--- src/rtl/big_packet_builder.sv ---
// ThinkGear big-packet builder: latches a signal/attention/meditation triple and
// streams the 36-byte frame (header, payload, checksum) into a byte-wide UART.
module big_packet_builder #(
  parameter logic [7:0]  EEG_FILL = 8'h00,
  parameter logic [15:0] ACK_TO   = 16'd1023
) (
  input  logic       clk,
  input  logic       rst,
  input  logic       send,
  input  logic [7:0] signal_in,
  input  logic [7:0] attention_in,
  input  logic [7:0] meditation_in,
  input  logic       tx_busy,
  output logic [7:0] tx_data,
  output logic       tx_start,
  output logic       busy,
  output logic       done,
  output logic       err
);

  typedef enum logic [2:0] {StIdle, StIssue, StWaitHi, StWaitLo, StDone, StAbort} state_e;

  localparam logic [5:0] LastIdx = 6'd35;

  state_e      state_q, state_d;
  logic [5:0]  k_q, k_d;
  logic [7:0]  csum_q, csum_d;
  logic [7:0]  sig_q, sig_d;
  logic [7:0]  att_q, att_d;
  logic [7:0]  med_q, med_d;
  logic [15:0] wait_q, wait_d;
  logic [7:0]  tx_data_q, tx_data_d;
  logic        tx_start_q, tx_start_d;
  logic [7:0]  cur_byte;

  // Frame byte for the current index; index 35 is the inverted payload sum
  always_comb begin
    cur_byte = EEG_FILL;
    case (k_q)
      6'd0, 6'd1: cur_byte = 8'hAA;
      6'd2:       cur_byte = 8'h20;
      6'd3:       cur_byte = 8'h02;
      6'd4:       cur_byte = sig_q;
      6'd5:       cur_byte = 8'h83;
      6'd6:       cur_byte = 8'h18;
      6'd31:      cur_byte = 8'h04;
      6'd32:      cur_byte = att_q;
      6'd33:      cur_byte = 8'h05;
      6'd34:      cur_byte = med_q;
      LastIdx:    cur_byte = ~csum_q;
      default:    cur_byte = EEG_FILL;
    endcase
  end

  // Next-state, byte sequencing, checksum and handshake timeout
  always_comb begin
    state_d    = state_q;
    k_d        = k_q;
    csum_d     = csum_q;
    sig_d      = sig_q;
    att_d      = att_q;
    med_d      = med_q;
    wait_d     = wait_q;
    tx_data_d  = tx_data_q;
    tx_start_d = 1'b0;
    case (state_q)
      StIdle: begin
        if (send) begin
          sig_d   = signal_in;
          att_d   = attention_in;
          med_d   = meditation_in;
          k_d     = '0;
          csum_d  = '0;
          state_d = StIssue;
        end
      end
      StIssue: begin
        wait_d = '0;
        if (!tx_busy) begin
          tx_data_d  = cur_byte;
          tx_start_d = 1'b1;
          // Only payload bytes contribute to the checksum
          if ((k_q >= 6'd3) && (k_q <= 6'd34)) csum_d = csum_q + cur_byte;
          state_d = StWaitHi;
        end
      end
      StWaitHi: begin
        if (tx_busy) begin
          state_d = StWaitLo;
        end else begin
          wait_d = (wait_q == ACK_TO) ? wait_q : wait_q + 16'd1;
          if (wait_d == ACK_TO) state_d = StAbort;
        end
      end
      StWaitLo: begin
        if (!tx_busy) begin
          if (k_q == LastIdx) begin
            state_d = StDone;
          end else begin
            k_d     = k_q + 6'd1;
            state_d = StIssue;
          end
        end
      end
      StDone:  state_d = StIdle;
      StAbort: state_d = StIdle;
      default: state_d = StIdle;
    endcase
  end

  // State and datapath registers
  always_ff @(posedge clk or negedge rst) begin
    if (!rst) begin
      state_q    <= StIdle;
      k_q        <= '0;
      csum_q     <= '0;
      sig_q      <= '0;
      att_q      <= '0;
      med_q      <= '0;
      wait_q     <= '0;
      tx_data_q  <= '0;
      tx_start_q <= 1'b0;
    end else begin
      state_q    <= state_d;
      k_q        <= k_d;
      csum_q     <= csum_d;
      sig_q      <= sig_d;
      att_q      <= att_d;
      med_q      <= med_d;
      wait_q     <= wait_d;
      tx_data_q  <= tx_data_d;
      tx_start_q <= tx_start_d;
    end
  end

  assign tx_data  = tx_data_q;
  assign tx_start = tx_start_q;
  assign busy     = (state_q != StIdle);
  assign done     = (state_q == StDone);
  assign err      = (state_q == StAbort);

endmodule

--- config.mk ---
export PLATFORM = sky130hd
export DESIGN_NAME = big_packet_builder
export DESIGN_NICKNAME = d
export VERILOG_FILES = /design/src/rtl/big_packet_builder.sv
export SDC_FILE = /design/constraint.sdc
export NUM_CORES = 1
export LEC_CHECK = 0
export CAP_MARGIN = 0
export CORE_MARGIN = 2
export CORE_UTILIZATION = 45
export DETAILED_ROUTE_END_ITERATION = 10
export PLACE_DENSITY = 0.68
export SKIP_CTS_REPAIR_TIMING = 1
export SLEW_MARGIN = 20
export SYNTH_ARGS = -nofsm -noshare
export SYNTH_HDL_FRONTEND = slang
export SYNTH_SLANG_ARGS = --single-unit
--- constraint.sdc ---
create_clock -name clk -period 3.1 [get_ports clk]
set_input_delay 0.465 -clock clk [delete_from_list [all_inputs] [get_ports clk]]
set_output_delay 0.465 -clock clk [all_outputs]
set_load 0.01 [all_outputs]
# ---- Word-level counts from Yosys, hierarchy flattened
# Cells that the tools add are included.
# W data, S select, Z words.
dict set report totals {
  word_cells 76
  ff_bits 66
  output_inout_bits 12
}
dict set report op_classes {
  reduce_logical 14
  n_addsub 3
  muxes 21
  n_lt_le_gt_ge 2
  n_bitwise 2
  eq_ne 25
}
# op n
set op_table {}
lappend op_table {{$pmux W8 S11} 1}
lappend op_table {{$eq A16 B10 Y1 const B} 2}
lappend op_table {{$mux W16} 2}
lappend op_table {{$pmux W16 S2} 1}
lappend op_table {{$eq A6 B6 Y1 const B} 4}
lappend op_table {{$mux W8} 3}
lappend op_table {{$eq A6 B3 Y1 const B} 3}
lappend op_table {{$mux W3} 6}
lappend op_table {{$mux W6} 3}
lappend op_table {{$add A16 B1 Y16 const B} 1}
lappend op_table {{$pmux W8 S2} 1}
lappend op_table {{$eq A6 B2 Y1 const B} 2}
lappend op_table {{$ne A2 B2 Y1 const B} 6}
lappend op_table {{$pmux W3 S4} 1}
lappend op_table {{$pmux W6 S2} 1}
lappend op_table {{$reduce_and A4 Y1} 3}
lappend op_table {{$add A8 B8 Y8} 1}
lappend op_table {{$not A8 Y8} 1}
lappend op_table {{$add A6 B1 Y6 const B} 1}
lappend op_table {{$eq A3 B2 Y1 const B} 2}
lappend op_table {{$eq A3 B3 Y1 const B} 2}
lappend op_table {{$eq A6 B1 Y1 const B} 1}
lappend op_table {{$eq A6 B5 Y1 const B} 1}
lappend op_table {{$ge A6 B2 Y1 const B} 1}
lappend op_table {{other kinds (12)} 17}

# ---- Longest topological paths before layout
dict set report depth {
  ltp_word 7
  ltp_mapped 15
}

# ---- Worst setup path after synthesis
# No wires, ideal clock.
dict set report synth_path {
  path_kind {flip-flop to flip-flop}
  start {register k_q[0]}
  end {register csum_q[7]}
  path_buffers 2
  stages_incl_launch_ff 15
  arrival_ns 3.061
  setup_slack_ns -0.052
  period_less_slack_ns 3.152
  setup_time_ns 0.090
  path_cell_list {dfrtp_1 -> inv_1 -> ha_1 -> clkbuf_1 -> clkbuf_1 -> nor2_1 -> a21oi_1 -> o311a_1 -> ha_1 -> a21oi_1 -> o21ai_0 -> a2111oi_0 -> nor3_1 -> or3b_2 -> o221ai_1}
}
dict set report synth_via {
  elab_chain_cells 7
  word_cells_on_any_way 23
  classes_between {1 x add/sub; 2 x order compare; 12 x eq/ne; 4 x mux; 4 x reduce/logical}
}
# element line
set synth_lines {}
lappend synth_lines {{start: declaration} 26} ;# logic [5:0] k_q, k_d;
lappend synth_lines {{start signal: assignment} 125} ;# k_q <= k_d;
lappend synth_lines {{$eq A6 B1 Y1 or $logic_not A6 Y1 (tied branches)} 39} ;# case (k_q)
lappend synth_lines {{$reduce_or A2 Y1} 39}
lappend synth_lines {{$pmux W8 S11 *} 39}
lappend synth_lines {{named net cur_byte[1]} 34} ;# logic [7:0] cur_byte;
lappend synth_lines {{$add A8 B8 Y8 *} 83} ;# if ((k_q >= 6'd3) && (k_q <= 6'd34)) csum_d = csum_q + cur_byte;
lappend synth_lines {{$mux W8 *} 83}
lappend synth_lines {{$mux W8 *} 79} ;# if (!tx_busy) begin
lappend synth_lines {{$pmux W8 S2 *} 66} ;# case (state_q)
lappend synth_lines {{end signal: assignment} 126} ;# csum_q <= csum_d;
lappend synth_lines {{end: declaration} 27} ;# logic [7:0] csum_q, csum_d;
# The timed path passes the listed nets; every way through them passes the cells marked *. The select of a mux whose other input is x is not followed.
# A chain may end at the register's enable or synchronous reset.

# ---- Final worst setup path
dict set report layout_path {
  start {register k_q[1]}
  end {register csum_q[7]}
}
# The elaborated chain is that of the path after synthesis.

==> flow_summary.yaml <==
floorplan:
  die_h_um: 97.9
  io-pin-count: 40
  die_x_um: 97.9
  die_area_sq_um: 9580
  initial_core_util_pct: 45.9
  coreArea_sq_um: 8640
  core.rowCount: 34
clock_tree:
  h-tree-depth: 3
  clockBufferDepth: 2
  clk_pin_slew_ns: 0.08
  cts_tree: "done"
  clkLatencyLatePin_ns: 0.35
  cts_buffers: 9
  clkSinkCount: 66
  root_buffer: "clkbuf_8"
power_and_ir_drop:
  p_leak_nw: 2.04
  ir_worst_vdd_mv: 0.393
  switching_share_pct: 39.5
  clockPowerShare_pct: 18.2
  p_comb_share_pct: 48.1
  p_int_w: 0.00255
  seq_power_share_pct: 33.7
  power_w: 0.00421
  p_switching_w: 0.00166
  pwr_density_cell_nw_per_um2: 871
layout:
  drive_above_1_share_pct: 21.0
  layout.cells.non_filler: 579
  nets: 507
  layout-area-overhead-vs-synth_pct: 22.1
  n_fill_cell: 774
  diodes: 0
outcome:
  violations: "setup timing"
  status: "finished, violations left"
grt:
  grt_use_total_pct: 20.4
  grt_pass1_wl_um: 16000
  antenna_found_initial: 0
  grt_pass1_vias: 3297
  gr-total-overflow: 0
  grt_start_max_net_pins: 30
sta:
  rsz0062_at_grt: "true"
  setup_viol: 1
  fin_crit_sh_pct: 100
  fmax_mhz: 321
  worst_pin_slew_ns: 0.664
  fin_skew_ns: 0.0140
  slew_headroom_pct: 55.6
  final_hold_viol_count: 0
  min_period_ns: 3.11
  maxSlewViolCount: 0
  timing.final.ws_setup_ns: -0.0119
drt:
  vias: 3497
  dr.pass1.iters: 6
  route.detailed.drc: 0
  route.final.wire_length_um: 9800
  wl_per_cell_um: 16.9
  via_per_inst: 6.04
  drtIter0Drc: 274
  ant_nets: 0
yosys:
  avgSynthCellArea_sq_um: 9.44
  synth_edf_count: 0
  syn_area_sq_um: 3970
  synth.most_common_cell: "dfrtp_1"
  synth_top_area_cell: "dfrtp_1"
  yosys-top-cells-area: "dfrtp_1, mux2_2, o21ai_0"
  synth.top_cell.area_share_pct: 41.7
  synth_cell_types: 71
  yosys-top-cells-count: "dfrtp_1, nand2_1, nor2_1"
  synth_nets: 461
  synthFlopType: "dfrtp_1"
  synth-async-reset-ratio_pct: 100
  synth_warnings: 0
  synthCells: 420
  seq_area_frac_synth_pct: 41.7
  ys_ff_latch: 66
placement:
  gp_congestion: 0.961
  dp.cells: 560
  detailedPlacementHpwl_um: 6980
  io_buffers: 39
critical_path:
  end_kind: "flop"
  crit_type: "flop to flop"
  startpoint: "k_q[1]"
  cp_max_fo: 6
  reg2reg_from: "k_q[1]"
  crit_path_start_kind: "flop"
  ff2ff_setup_slack_ns: -0.01
  rr_worst_depth: 12
  reg2reg_to: "csum_q[7]"
  crit_arrival_ns: 3.36
  critical_path_required_ns: 3.35
job:
  cap_violations: 0
hold_path:
  hold_class: "primary input to asynchronous set/reset pin"
[per-stage QoR]
stage	util [%]	hold WS (ns)	area [sq um]	setup slack, ns	TNS, ns
after CTS	54.6	0.116	4710	-0.0775	-0.0775
after floorplan	-	0.169	3970	0.0332	0
after global routing	56.0	0.123	4840	-0.169	-0.169
final	56.0	0.103	4840	-0.0119	-0.0119
after global placement	52.1	0.470	4500	0.0640	0
after detailed placement	52.1	0.471	4500	-0.0488	-0.0488
[power by group through the flow]
stage	clock (W)	sequential, W	combinational, W
after global routing	0.000820	0.00146	0.00222
after floorplan	0	0.00131	0.00127
after CTS	0.000781	0.00140	0.00184
after detailed placement	0	0.00141	0.00183
after global placement	0	0.00140	0.00179
final	0.000766	0.00142	0.00203
[kinds of logic (layout without fill, tap and decap cells)]
kind of cell               after synthesis  count (layout)  share of synthesized area [%]
and+or+nand+nor                        141             141                           18.9
buffers and inverters                   46              97                           5.36
DFF                                     66              66                           41.7
muxes                                   32              32                           9.12
adders and majority gates               13              13                           4.29
AOI/OAI and AO/OA                      111             111                           18.2
xor gates and xnor gates                11              11                           2.43
[cells in the final DEF (no fill, tap or decap), types with 5 or more instances in the layout]
cell / synthesis / layout
o21ai_0: 34 / 33
mux2_2: 28 / 28
o22ai_1: 6 / 6
nand3_1: 10 / 10
a21oi_1: 22 / 18
nor2_1: 36 / 35
clkdlybuf4s50_1: 0 / 38
a31oi_1: 9 / 9
clkbuf_8: 1 / 10
inv_1: 17 / 15
nand4_1: 15 / 15
nor2b_1: 5 / 5
buf_4: 4 / 24
nand2_1: 36 / 36
xnor2_1: 8 / 8
ha_1: 12 / 6
dfrtp_1: 66 / 65
nor3_1: 7 / 7
ha_4: 0 / 6
and3_1: 5 / 5
[state kept, by name (all words and copies together), names as in the netlist]
register,flops
att_q,8
tx_start,1
state_q,3
wait_q,16
sig_q,8
med_q,8
tx_data,8
csum_q,8
k_q,6
[worst max-delay path, stage by stage, from the launching register on]
cell and delay (ns):
dfrtp_2 0.44, inv_2 0.10, ha_4 0.19, a222oi_1 0.31, o21ai_0 0.13, o311a_1 0.16
ha_1 0.31, a21oi_2 0.15, o21ai_1 0.11, a2111oi_2 0.44, nor3_1 0.11, or3b_2 0.48
o221ai_1 0.08
[worst max-delay path by stage]
stage           endpoint  depth (start not counted)  slack [ns]
6_report       csum_q[7]                         12       -0.01
5_1_grt        csum_q[7]                         12       -0.17
4_1_cts        csum_q[7]                         13       -0.08
3_5_place_dp   csum_q[7]                         13       -0.05
3_3_place_gp   csum_q[7]                         13        0.06
2_1_floorplan  csum_q[7]                         14        0.03
[cell type report]
type                    instances  area, sq um  share of cell area, %
clock buffers                  10          138                   2.84
clock inverters                 6         72.6                   1.50
inverters                      18         67.6                   1.40
multi-input cells             308         2210                   45.6
flip-flops and latches         66         1650                   34.2
well taps                     108          135                   2.79
repair buffers                 63          566                   11.7
[per-layer routing]
metal | share of wire, % | GRT usage [%]
met5 | 0 | 0
met2 | 44 | 29.6
met3 | 7.3 | 2.79
met4 | 1.4 | 6.94
met1 | 47 | 31.5
Note: power is estimated with default switching activity, not from simulation.
